===== config.mk =====
export PLATFORM = sky130hd
export DESIGN_NAME = bsg_mesh_router_output_port
export DESIGN_NICKNAME = d
export VERILOG_FILES = /design/src/rtl/bsg_mesh_router_output_port_pkg.sv /design/src/rtl/bsg_mesh_router_output_port_chk.sv /design/src/rtl/bsg_mesh_router_rr_arb.sv /design/src/rtl/bsg_mesh_router_output_port.sv
export SDC_FILE = /design/constraint.sdc
export NUM_CORES = 1
export LEC_CHECK = 0
export CAP_MARGIN = 20
export CELL_PAD_IN_SITES_DETAIL_PLACEMENT = 2
export CELL_PAD_IN_SITES_GLOBAL_PLACEMENT = 2
export CORE_MARGIN = 2
export CORE_UTILIZATION = 32
export DETAILED_ROUTE_END_ITERATION = 8
export PLACE_DENSITY = 0.87
export RECOVER_POWER = 100
export REMOVE_ABC_BUFFERS = 1
export SETUP_SLACK_MARGIN = 0.4
export SLEW_MARGIN = 40
export SYNTH_ARGS = -nofsm -noshare
export SYNTH_HDL_FRONTEND = slang
export SYNTH_SLANG_ARGS = --single-unit

===== constraint.sdc =====
create_clock -name clk_i -period 9.7 [get_ports clk_i]
set_input_delay 1.455 -clock clk_i [delete_from_list [all_inputs] [get_ports clk_i]]
set_output_delay 1.455 -clock clk_i [all_outputs]
set_load 0.02 [all_outputs]

===== src/rtl/bsg_mesh_router_output_port_pkg.sv =====
// Shared router package slice: direction encoding, per-output legal-input
// masks for each routing configuration, and small sizing helpers.
package bsg_mesh_router_output_port_pkg;

  typedef enum logic [3:0] {
    P  = 4'd0,
    W  = 4'd1,
    E  = 4'd2,
    N  = 4'd3,
    S  = 4'd4,
    RW = 4'd5,
    RE = 4'd6,
    RN = 4'd7,
    RS = 4'd8
  } bsg_mesh_dir_e;

  // Indexed by output direction; bit i set means input direction i may route there.
  localparam logic [4:0] mesh_xy_mask_lp [5] = '{5'b11110, 5'b00101, 5'b00011, 5'b10111, 5'b01111};
  localparam logic [4:0] mesh_yx_mask_lp [5] = '{5'b11110, 5'b11101, 5'b11011, 5'b10001, 5'b01001};

  localparam logic [8:0] ruche_xy_mask_lp [9] = '{9'h1FE, 9'h045, 9'h023, 9'h177, 9'h0EF,
                                                 9'h041, 9'h021, 9'h167, 9'h0E7};
  localparam logic [8:0] ruche_yx_mask_lp [9] = '{9'h1FE, 9'h1DD, 9'h1BB, 9'h111, 9'h089,
                                                 9'h1D9, 9'h1B9, 9'h101, 9'h081};

  function automatic int rr_ptr_width(input int n);
    return (n > 1) ? $clog2(n) : 1;
  endfunction

endpackage


===== src/rtl/bsg_mesh_router_output_port_chk.sv =====
// Simulation-only protocol checks for one router output port.
module bsg_mesh_router_output_port_chk #(
  parameter int                     width_p      = 8,
  parameter int                     num_in_p     = 5,
  parameter logic [num_in_p-1:0]    input_mask_p = {num_in_p{1'b1}}
) (
  input logic                         clk_i,
  input logic                         reset_i,
  input logic [num_in_p-1:0]          reqs_i,
  input logic [num_in_p*width_p-1:0]  data_i,
  input logic [num_in_p-1:0]          yumi_o
);

  a_yumi_onehot: assert property (@(posedge clk_i) disable iff (reset_i)
    $countones(yumi_o) <= 1);

  a_legal_route: assert property (@(posedge clk_i) disable iff (reset_i)
    (reqs_i & ~input_mask_p) == '0);

  for (genvar i = 0; i < num_in_p; i++) begin : g_stable
    a_req_stable: assert property (@(posedge clk_i) disable iff (reset_i)
      (reqs_i[i] && !yumi_o[i]) |=> (reqs_i[i] && $stable(data_i[i*width_p +: width_p])));
  end

endmodule


===== src/rtl/bsg_mesh_router_rr_arb.sv =====
// Rotating-priority arbiter: one-hot grant searching upward from the pointer,
// pointer advances past the winner only when a grant is issued.
module bsg_mesh_router_rr_arb
  import bsg_mesh_router_output_port_pkg::*;
#(
  parameter int num_in_p = 5
) (
  input  logic                clk_i,
  input  logic                reset_i,
  input  logic [num_in_p-1:0] req_i,
  input  logic                en_i,
  output logic [num_in_p-1:0] grant_o
);

  localparam int ptr_w_lp = rr_ptr_width(num_in_p);

  logic [ptr_w_lp-1:0] rr_ptr_r;
  logic [ptr_w_lp-1:0] gidx_s;
  logic [num_in_p-1:0] grant_s;
  logic                found_s;

  // Search from rr_ptr_r with explicit wrap since num_in_p need not be a power of two.
  always_comb begin
    int idx;
    idx     = 0;
    grant_s = '0;
    gidx_s  = '0;
    found_s = 1'b0;
    if (en_i & ~reset_i) begin
      for (int k = 0; k < num_in_p; k++) begin
        idx = int'(rr_ptr_r) + k;
        if (idx >= num_in_p) begin
          idx = idx - num_in_p;
        end else begin
          idx = idx;
        end
        if (!found_s && req_i[idx]) begin
          grant_s[idx] = 1'b1;
          gidx_s       = ptr_w_lp'(idx);
          found_s      = 1'b1;
        end else begin
          found_s = found_s;
        end
      end
    end else begin
      grant_s = '0;
    end
  end

  // Pointer register: moves one past the winner on grant.
  always_ff @(posedge clk_i) begin
    if (reset_i) begin
      rr_ptr_r <= '0;
    end else if (found_s) begin
      rr_ptr_r <= (gidx_s == ptr_w_lp'(num_in_p - 1)) ? '0 : gidx_s + ptr_w_lp'(1);
    end
  end

  assign grant_o = grant_s;

endmodule


===== src/rtl/bsg_mesh_router_output_port.sv =====
// One mesh/ruche router output: round-robin arbitration over masked input
// requests feeding a single-entry output register with same-cycle refill.
module bsg_mesh_router_output_port
  import bsg_mesh_router_output_port_pkg::*;
#(
  parameter int                  width_p      = 8,
  parameter int                  num_in_p     = 5,
  parameter logic [num_in_p-1:0] input_mask_p = {num_in_p{1'b1}},
  parameter bit                  debug_p      = 1'b0
) (
  input  logic                        clk_i,
  input  logic                        reset_i,
  input  logic [num_in_p-1:0]         reqs_i,
  input  logic [num_in_p*width_p-1:0] data_i,
  output logic [num_in_p-1:0]         yumi_o,
  output logic                        v_o,
  output logic [width_p-1:0]          data_o,
  input  logic                        ready_and_i
);

  logic                v_r;
  logic [width_p-1:0]  data_r;
  logic [num_in_p-1:0] eff_req_s;
  logic [num_in_p-1:0] grant_s;
  logic                enq_ready_s;
  logic [width_p-1:0]  data_next_s;

  assign eff_req_s   = reqs_i & input_mask_p;
  assign enq_ready_s = ~v_r | ready_and_i;

  bsg_mesh_router_rr_arb #(
    .num_in_p(num_in_p)
  ) arb (
    .clk_i  (clk_i),
    .reset_i(reset_i),
    .req_i  (eff_req_s),
    .en_i   (enq_ready_s),
    .grant_o(grant_s)
  );

  // One-hot AND-OR select of the winning flit.
  always_comb begin
    data_next_s = '0;
    for (int i = 0; i < num_in_p; i++) begin
      data_next_s = data_next_s | (data_i[i*width_p +: width_p] & {width_p{grant_s[i]}});
    end
  end

  // Output register; a grant refills it even while the current flit drains.
  always_ff @(posedge clk_i) begin
    if (reset_i) begin
      v_r    <= 1'b0;
      data_r <= '0;
    end else if (|grant_s) begin
      v_r    <= 1'b1;
      data_r <= data_next_s;
    end else if (ready_and_i) begin
      v_r    <= 1'b0;
    end
  end

  assign yumi_o = grant_s;
  assign v_o    = v_r;
  assign data_o = data_r;

  if (debug_p) begin : g_chk
    bsg_mesh_router_output_port_chk #(
      .width_p     (width_p),
      .num_in_p    (num_in_p),
      .input_mask_p(input_mask_p)
    ) chk (
      .clk_i  (clk_i),
      .reset_i(reset_i),
      .reqs_i (reqs_i),
      .data_i (data_i),
      .yumi_o (yumi_o)
    );
  end

endmodule

# Word-level counts from Yosys, hierarchy flattened
# Cells that the tools add are included.
[op_classes] addsub=10 mul=0 div=0 n_lt_le_gt_ge=15 n_eq_ne=1 n_shift=0 n_mux=64 bitwise=17 n_reduce_logical=15
[op_table] cell="$mux W32" n=10
[op_table] cell="$ge A32 B1 Y1 const B" n=5
[op_table] cell="$lt A32 B5 Y1 const B" n=5
[op_table] cell="$ge A32 B4 Y1 const B" n=4
[op_table] cell="$sub A32 B4 Y32 const B" n=4
[op_table] cell="$mux W5" n=10
[op_table] cell="$and A8 B8 Y8" n=5
[op_table] cell="$or A8 B8 Y8" n=4
[op_table] cell="$mux W1" n=27
[op_table] cell="$mux W3" n=7
[op_table] cell="$or A5 B5 Y5" n=4
[op_table] cell="$bmux W1 S3" n=5
[op_table] cell="$demux W1 S3" n=5
[op_table] cell="$logic_and A1 B1 Y1" n=9
[op_table] cell="$add A3 B2 Y4 const B" n=2
[op_table] cell="$reduce_or A5 Y1" n=1
[op_table] cell="$add A3 B1 Y4 const B" n=1
[op_table] cell="$add A3 B3 Y4 const B" n=1
[op_table] cell="$logic_not A1 Y1" n=4
[op_table] cell="$sub A3 B3 Y4 const B" n=1
[op_table] cell="$add A3 B1 Y3 const B" n=1
[op_table] cell="$eq A3 B3 Y1 const B" n=1
[op_table] cell="$ge A3 B3 Y1 const B" n=1
[op_table] cell="$not A1 Y1" n=2
[op_table] cell="3 further kinds" n=3
[word_totals] reg_bits=12 latchBits=0 ram_bits=0 mem_bits_ro=0 inputBits=48 out_inout_bits=14 wordCells=125 memories=0

# Logic depth before layout (Yosys ltp)
# Gate-level depths: netlist of run 1.
[depth] word_depth=30 ltp_mapped=21 depth_no_buf=18

# Modules after synthesis
# From an unflattened synthesis of run 1, not the netlist that was laid out.
[hier_totals] cells_unflattened=331 area_unflattened_um2=2511.2
[by_module_without_submodules] mod="bsg_mesh_router_rr_arb" instances=1 cells_each=276 area_per_inst_um2=1981.9 seq_area_each_um2=60.1
[by_module_without_submodules] mod="bsg_mesh_router_output_port" instances=1 cells_each=55 area_per_inst_um2=529.3 seq_area_each_um2=180.2

# Worst setup path after synthesis of run 1
# Ideal clock, no wire load.
[synth_timing] kind="register to output" start="register arb.rr_ptr_r[0]" end="output yumi_o[1]" arrival_time_ps=3809 required_ps=8245 path_slack_ps=4436 stages_incl_launch_ff=13 n_path_buf=2 path_cell_list="dfxtp_1 buf_6 inv_2 buf_1 ha_1 fa_1 a21bo_2 mux2i_2 a21oi_1 nor3_2 nand4_1 or4_1 a21oi_1"
[synth_between] elab_chain_cells=24 word_cells_on_any_way=94 classes_between="add/sub (9); order compare (15); mux (53); bitwise (4); reduce/logical (13)"
[synth_rtl] element="from (decl)" line_no="bsg_mesh_router_rr_arb.sv:17" source="logic [ptr_w_lp-1:0] rr_ptr_r;"
[synth_rtl] element="from (signal assigned)" line_no="bsg_mesh_router_rr_arb.sv:55" source="rr_ptr_r <= (gidx_s == ptr_w_lp'(num_in_p - 1)) ? '0 : gidx_s + ptr_w_lp'(1);"
[synth_rtl] element="parallel branches: the longest is 22 deep, another holds $sub A32 B4 Y32"
[synth_rtl] element="$mux W5 *" line_no="bsg_mesh_router_rr_arb.sv:37" source="if (!found_s && req_i[idx]) begin"
[synth_rtl] element="$mux W5 *" line_no="bsg_mesh_router_rr_arb.sv:29" source="if (en_i & ~reset_i) begin"
[synth_rtl] element="to (decl)" line_no="bsg_mesh_router_output_port.sv:15" source="output logic [num_in_p-1:0] yumi_o,"
# Every way passes the cells marked *. The select of a mux whose other input is x is not followed.

# Worst setup path after layout of run 1
[layout_timing] start="register arb.rr_ptr_r[1]" end="output yumi_o[2]"
# Same word-level chain as after synthesis.

==> results of run 1 <==
-- worst register-to-register path, cell delays in order (launching register included) --
cell,delay [ns]
dfxtp_1,0.69
inv_1,0.39
ha_1,1.00
inv_1,0.34
mux2i_1,0.66
a21oi_1,0.13
nor3_1,0.57
nand4_1,0.41
a2111o_1,0.47
a31oi_1,0.74
or3_1,0.45
or2_0,0.60
a31oi_2,0.18
-- per-layer routing --
| layer | routed length [µm] | vias to the layer above |
|---|---|---|
| li1 | - | 1597 |
| met1 | 6290 | 1755 |
| met2 | 6720 | 81 |
| met3 | 498 | 20 |
| met4 | 284 | 0 |
| met5 | 0 | - |
-- state kept, by name, indices dropped and copies added, names as in the netlist --
register	cells
v_o	1
arb.rr_ptr_r	3
data_o	8
-- final timing paths --
path	from	endpoint	slack, ns	cells past startpoint
max	arb.rr_ptr_r[1]$_SDFFE_PP0P_	yumi_o[2]	1.80	10
min	v_o$_SDFFE_PP0P_	v_o$_SDFFE_PP0P_	0.54	2
max reg2reg	arb.rr_ptr_r[1]$_SDFFE_PP0P_	data_o[6]$_SDFFE_PP0P_	2.91	12
min reg2reg	v_o$_SDFFE_PP0P_	v_o$_SDFFE_PP0P_	0.54	2
-- cells in the final DEF (no fill, tap or decap), drive strengths merged, types with 5 or more instances in the layout --
cell	n
nor3	16
nor2b	10
a22oi	9
ha	21
nor2	35
a31oi	18
dfxtp	12
a221oi	9
a211oi	6
o21ai	15
o31ai	10
nand2	24
mux2i	6
dlygate4sd3	14
nand2b	11
o22ai	5
nand3	12
a21oi	21
clkdlybuf4s50	47
inv	16
a22o	17
-- final cells by class --
cell class	instances	area, µm²	share of cell area [%]
multi-input cells	333	2450	68.6
repair buffers	63	626	17.5
clock buffers	4	55.1	1.54
flip-flops and latches	12	240	6.74
inverters	17	63.8	1.79
well taps	108	135	3.79
-- kinds of logic after synthesis --
logic type | synth area share, %
compound gates | 42.0
xor+xnor | 1.19
fa+ha+maj | 9.64
buf+inv | 7.38
flops | 8.19
mux | 3.88
simple gates | 27.7
-- power by group through the flow --
stage | logic, mW | registers, mW | clock network (mW)
5_1_grt | 1.41 | 0.0819 | 0.0614
2_1_floorplan | 0.864 | 0.111 | 0
3_5_place_dp | 1.29 | 0.0809 | 0
3_3_place_gp | 1.24 | 0.0801 | 0
4_1_cts | 1.30 | 0.0802 | 0.0586
6_report | 1.30 | 0.0793 | 0.0576
-- per-stage QoR --
stage / utilization [%] / cells
global route: 40.5 / 537
floorplan: - / 362
CTS: 40.8 / 537
global placement: 40.2 / 533
detailed placement: 40.2 / 533
finish: 40.5 / 537
==> out/results.ini, run 1 <==
[power_and_ir_drop]
power_density_nw_per_um2=403
peakVddDrop_uv=226
netSwitchingPower_mw=0.880
comb_power_share_pct=90.5
finalPower_mw=1.44
clkPwrFrac_pct=4.0
internal_power_mw=0.558
p_leak_nw=1.31
power_frac_seq_pct=5.5
switching_share_pct=61.2

[routing]
num_vias=3453
drtPass1Iterations=6
drtIter0Drc=200
route.detailed.drc=0
routed_wl_um=13800
wl_per_cell_um=25.7
ant_nets=0
via_per_inst=6.43

[clock_tree]
htreeDepth=1
hold_buffers=0
ctsResizeCount=0
cts.clk_slew.worst_paths_ns=0.07
cts_buffer_depth=2
cts.root.buffer_cell=clkbuf_8
cts_tree=done
cts_num_sinks=12
clkLatencyLatePin_ns=0.25
numCtsBuffers=3
cts_setup_buffers=0

[yosys]
synthCells=385
synth_top_cells_by_area=ha_1, dfxtp_1, a22o_1
yosysUniqueCellTypes=88
netlist_top_cells_count=nor2_1, nand2_1, a21oi_1, ha_1, a22o_1
ys.flop_type=dfxtp_1
yosysTopAreaCell=ha_1
avgSynthCellArea_um2=7.62
synth_edf_count=0
synthArstFlopShare_pct=0
ys_ff_latch=12
yosysMostFrequentCell=nor2_1
synth.cell_area_um2=2930
synth_seq_area_share_pct=8.19
ys.warnings.count=0
synth.top_cell.area_share_pct=8.96

[global_route]
antenna_found_initial=0
met3_usage_pct=3.02
grt_use_met2_pct=46.7
busiest_layer=met2
grt_pass1_vias=3662
grt_max_degree=43
grt_util_met1_pct=36.8
grt.overflow.total=0
gr-usage-all-layers_pct=27.4
grt_pass1_wl_um=21500

[cells_and_area]
fill_cells=1014
areaGrowthSynthToFinish_pct=21.5
antenna_cells=0
fin_nets=500
drive_above_1_share_pct=8.86
postLayoutCellArea_um2=3570

[timing]
hold_viol=0
setup_ws_ns=1.80
fin_skew_ns=0.0179
worst_pin_slew_ns=0.963
drv_slew=0
post-route-period-util_pct=81.4
max-slew-margin-rel_pct=35.5
max_freq_mhz=127
fin_tns_setup_ns=0
period_needed_ns=7.90
rsz0062_at_grt=no
hold_ws_ns=0.544
setup_viol=0

[setup_path]
slowest_delay_ns=0.99
arrival_ns=6.44
crit_type=flip-flop to primary output
crit_path_cell_trace=inv_1 > ha_1 > inv_1 > mux2i_1 > a21oi_1 > nor3_1 > nand4_1 > a2111o_1 > a31oi_1 > dlygate4sd3_1
cp_slowest_cell=ha_1
crit_buf_inv=3
critPathRequiredTime_ns=8.25
endpoint_kind=primary output
startpoint_type=flip-flop
worst-path-max-fanout=24
cp_top_family=buffers and inverters
cpMostUsedCell=inv_1

[floorplanning]
core_um2=8810
die_y_um=99.8
dieArea_um2=9950
fp.dieW_um=99.8
pin_count=62
start_util_pct=33.3
rows=34

[flow_run]
max_cap_violations=0

[placed_design]
place_area_um2=3540
io_buffers=61
dp_slack_ns=3.10
hpwl_um=11100
place.gp.congestion=1.03

[run_status]
status=finished clean

[worst_hold_path]
hold_class=flip-flop to flip-flop

Note: power is estimated with default switching activity, not from simulation.
==> run 2: changes to the inputs <==
Settings changed: CORE_UTILIZATION 32 to 30, PLACE_DENSITY 0.87 to 0.82.
Clock period 9.7 ns to 8.27 ns, I/O delays scaled along.
==> run 2 against run 1 <==
Effect of this change: core utilization down 3.0 points; power up 16%; final cell count up 4.8%; first-iteration DRC count up 14%; final area up 1.4%; via count down 2.2%; combinational power up 15%; clock power up 16%.
==> out/results.ini, run 2 (synthesized netlist as in run 1, its figures left out) <==
[setup_path]
crit_buf_inv=2
timing.rr.start=arb.rr_ptr_r[1]$_SDFFE_PP0P_
slowest_delay_ns=0.78
endpoint_kind=primary output
crit_type=flip-flop to primary output
cpMostUsedCell=ha_1
cp_top_family=compound AO/OA/AOI/OAI gates
worst-path-max-fanout=21
rrSetupSlack_ns=2.09
cp_slowest_cell=dlygate4sd3_1
critPathRequiredTime_ns=7.03
startpoint_type=flip-flop
arrival_ns=5.82
cp-startpoint=arb.rr_ptr_r[1]$_SDFFE_PP0P_
crit_path_cell_trace=inv_1 > ha_1 > ha_1 > nor2b_1 > a22o_1 > or2_0 > a32oi_1 > nand4_1 > a2111o_1 > a31oi_1 > dlygate4sd3_1

[timing]
max_freq_mhz=142
rsz0062_at_grt=no
setup_viol=0
worst_pin_slew_ns=0.888
drv_slew=0
fin_skew_ns=0.0109
hold_viol=0
max-slew-margin-rel_pct=40.6
fin_tns_setup_ns=0
post-route-period-util_pct=85.3
period_needed_ns=7.06

[cells_and_area]
multi_input_area_um2=2450
postLayoutCellArea_um2=3620
final_common_cell=clkdlybuf4s50_1
fill_cells=1152
fin_nets=501
areaGrowthSynthToFinish_pct=23.3
final_cell_mix=clkdlybuf4s50_1, nor2_1, nand2_1
regArea_um2=240
largest_reg_flops=8
antenna_cells=0
drive_above_1_share_pct=9.53

[global_route]
grt_use_met2_pct=40.9
gr-usage-all-layers_pct=24.5
met3_usage_pct=1.76
antenna_found_initial=0
grt_pass1_wl_um=20100
busiest_layer=met2
grt_pass1_vias=3512
grt.overflow.total=0
grt_util_met1_pct=35.3
grt_max_degree=43

[clock_tree]
htreeDepth=1
clkLatencyLatePin_ns=0.25
cts.root.buffer_cell=clkbuf_8
cts_setup_buffers=0
cts_num_sinks=12
cts_tree=done
hold_buffers=0
cts.clk_slew.worst_paths_ns=0.07
numCtsBuffers=3
cts_buffer_depth=2
ctsResizeCount=0

[power_and_ir_drop]
p_leak_nw=1.31
comb_power_share_pct=90.4
clkPwrFrac_pct=4.0
switching_share_pct=60.2
peakVddDrop_uv=192
internal_power_mw=0.662
power_density_nw_per_um2=460
power_frac_seq_pct=5.6
netSwitchingPower_mw=1.00

[floorplanning]
rows=36
die_y_um=103
pin_count=62
core_um2=9640
fp.dieW_um=103
start_util_pct=30.4
dieArea_um2=10600

[placed_design]
hpwl_um=10500
io_buffers=61
place.gp.congestion=0.932
place_area_um2=3570

[flow_run]
max_cap_violations=0

[run_status]
status=finished clean

[routing]
drtPass1Iterations=4
route.detailed.drc=0
num_vias=3378
routed_wl_um=13000
wl_per_cell_um=23.1
ant_nets=0
drtIter0Drc=228
via_per_inst=6.00

[worst_hold_path]
hold_class=flip-flop to flip-flop
min_from=v_o$_SDFFE_PP0P_

[run 2: worst paths after layout]
path | end | depth (start not counted)
max | yumi_o[2] | 11
min | v_o$_SDFFE_PP0P_ | 2
max reg2reg | data_o[5]$_SDFFE_PP0P_ | 13
min reg2reg | v_o$_SDFFE_PP0P_ | 2
[run 2: worst register-to-register path, delay by kind of cell (launching register included)]
family,cells,cell delay [ns]
AOI/OAI and AO/OA,5,2.03
adders and majority gates,2,0.92
buffers and inverters,1,0.39
DFF,1,0.68
and+or+nand+nor,5,2.00
[run 2: power groups by stage]
stage	Combinational [mW]	Clock, mW	Sequential [mW]
5_1_grt	1.64	0.0724	0.0958
3_5_place_dp	1.49	0	0.0954
4_1_cts	1.50	0.0680	0.0946
2_1_floorplan	1.01	0	0.130
6_report	1.50	0.0668	0.0934
3_3_place_gp	1.44	0	0.0942
[run 2: area by class of cell]
type	count	share of cell area (%)
timing repair buffer	64	17.6
sequential	12	6.64
tap	133	4.60
multi-input combinational	333	67.9
clock buffer	4	1.52
inverter	17	1.76
[run 2: stage by stage]
step                      util, %  worst slack (ns)  hold slack [ns]  power (mW)  std cells
after global placement       37.1              2.17            0.520        1.53        558
after detailed placement     37.1              1.92            0.554        1.58        558
after CTS                    37.6              1.63            0.566        1.66        562
final                        37.5              1.21            0.554        1.66        563
after global routing         37.5             0.752            0.613        1.81        563
after floorplan                 -              2.74            0.576        1.14        362
[run 2: routing by layer]
layer  wire length [µm]  vias to the layer above
met3                509                        8
li1                   -                     1599
met5                  0                        -
met4                124                        0
met1               6080                     1712
met2               6300                       59
==> run 3: changes to the inputs <==
Settings changed: CORE_UTILIZATION 30 to 28, PLACE_DENSITY 0.82 to 0.81, SYNTH_HIERARCHICAL set to 1.
==> run 3 against run 2 <==
Effect of this change: clock skew down 0.0045 ns; count of clock-buffer cells in the layout unchanged; core utilization down 1.5 points; critical endpoint is now yumi_o[3]; die area down 8.0%.
==> out/results.ini, run 3 <==
[clock_tree]
cts_setup_buffers=0
cts_tree=done
cts.clk_slew.worst_paths_ns=0.06
hold_buffers=0
cts_buffer_depth=2
clkLatencyLatePin_ns=0.26
cts_num_sinks=12
numCtsBuffers=3
cts.root.buffer_cell=clkbuf_8
htreeDepth=1
ctsResizeCount=0

[yosys]
yosysTopAreaCell=dfxtp_1
ys_ff_latch=12
synthMuxAreaShare_pct=4.63
synthArstFlopShare_pct=0
ys.flop_type=dfxtp_1
netlist_top_cells_count=nand2_1, nor2_1, nor3_1
synthCells=331
synth.top_cell.area_share_pct=9.57
synth_top_family_by_area=compound AO/OA/AOI/OAI gates
synthSimpleGateAreaFrac_pct=28.1
synth.cell_area_um2=2510
synthAdderAreaFrac_pct=7.77
synth_edf_count=0
yosys.area_share.xor_xnor_pct=1.40
ys.warnings.count=6
yosysMostFrequentCell=nand2_1
yosysUniqueCellTypes=79
avgSynthCellArea_um2=7.59
synth_compound_area_share_pct=39.7
synth_seq_area_share_pct=9.57
synth_top_cells_by_area=dfxtp_1, ha_1, nand2_1

[timing]
drv_slew=0
hold_viol=0
fin_skew_ns=0.00641
worst_pin_slew_ns=0.854
rsz0062_at_grt=no
max_freq_mhz=140
setup_viol=0
max-slew-margin-rel_pct=42.5
fin_tns_setup_ns=0
post-route-period-util_pct=86.5
setup_ws_ns=1.11
period_needed_ns=7.16

[run_status]
status=finished clean

[global_route]
grt.overflow.total=0
grt_pass1_wl_um=17200
grt_pass1_vias=3104
grt_max_degree=41
antenna_found_initial=0
gr-usage-all-layers_pct=22.3

[cells_and_area]
drive_above_1_share_pct=8.27
fin_nets=439
areaGrowthSynthToFinish_pct=25.1
final_cell_mix=clkdlybuf4s50_1, nand2_1, nor2_1
antenna_cells=0
layout.cells.non_filler=483
largest_reg_flops=8
final_common_cell=clkdlybuf4s50_1

[placed_design]
dp_slack_ns=1.51
io_buffers=61
place.gp.congestion=0.950
hpwl_um=8920
post-place-cells=479

[setup_path]
critPathRequiredTime_ns=7.03
cp-startpoint=arb/rr_ptr_r[2]$_SDFFE_PP0P_
startpoint_type=flip-flop
arrival_ns=5.92
crit_type=flip-flop to primary output
timing.rr.start=arb/rr_ptr_r[2]$_SDFFE_PP0P_
endpoint_kind=primary output
worst-path-max-fanout=18

[routing]
via_per_inst=6.18
ant_nets=0
route.detailed.drc=0
num_vias=2983
drtIter0Drc=155
wl_per_cell_um=23.0
routed_wl_um=11100
drtPass1Iterations=4

[floorplanning]
dieArea_um2=9740
rows=34
start_util_pct=28.8
fp.dieW_um=98.7
pin_count=62
core_um2=8720
die_y_um=98.7

[flow_run]
max_cap_violations=0

[worst_hold_path]
hold_class=flip-flop to flip-flop
min_from=v_o$_SDFFE_PP0P_

==> run 3: cell types whose count changed after synthesis, moves of 6 or more <==
cell | previous run | this run
nor2_1 | 34 | 27
nand3_1 | 12 | 4
ha_1 | 21 | 14
a222oi_1 | 0 | 10
a22o_1 | 17 | 1
a31oi_2 | 8 | 1
inv_1 | 14 | 8
a311oi_1 | 0 | 8
==> run 3: final timing paths <==
path | cells past startpoint | slack (ns) | endpoint
max | 11 | 1.11 | yumi_o[3]
min | 2 | 0.57 | v_o$_SDFFE_PP0P_
max reg2reg | 14 | 1.95 | data_o[4]$_SDFFE_PP0P_
min reg2reg | 2 | 0.57 | v_o$_SDFFE_PP0P_
==> run 3: layout make-up <==
type	count	area, µm²
Clock buffer	4	55.1
Fill cell	1027	5580
Inverter	9	33.8
Multi-Input combinational cell	284	2030
Sequential cell	12	240
Tap cell	108	135
Timing Repair Buffer	66	644
==> run 3: critical path, stage by stage, from the launching register on <==
cell and delay, ns:
dfxtp_1 0.81, inv_1 0.41, ha_1 0.62, o31a_1 0.38, o22ai_1 0.51, mux2i_1 0.16
a22o_1 0.28, or2_0 0.26, a2111oi_0 0.55, a222oi_1 0.23, a21oi_1 0.69, clkdlybuf4s50_1 0.75
==> run 3: through the flow <==
stage	area, µm²	util (%)	hold WS (ns)
after floorplan	2320	-	0.593
after global placement	3110	35.6	0.536
after detailed placement	3110	35.6	0.577
after CTS	3160	36.3	0.586
after global routing	3140	36.0	0.617
final	3140	36.0	0.573
==> run 3: routing by layer <==
layer / global-route usage (%) / routed length [µm] / vias up
li1: - / - / 1389
met4: 9.48 / 410 / 0
met1: 29.1 / 4850 / 1491
met5: 0 / 0 / -
met2: 38.0 / 5490 / 76
met3: 1.28 / 353 / 27
==> run 3: cell families after synthesis <==
kind of cell	count (synthesis)
AO/OA/AOI/OAI	123
XOR/XNOR	4
adder cells (fa/ha/maj)	15
buffers and inverters	35
flip-flops	12
multiplexers	11
AND/OR/NAND/NOR	131
Power of run 3 is left out: the tool's default activity adds up to more than one toggle a clock period on the data nets, which glitch-free logic cannot reach.
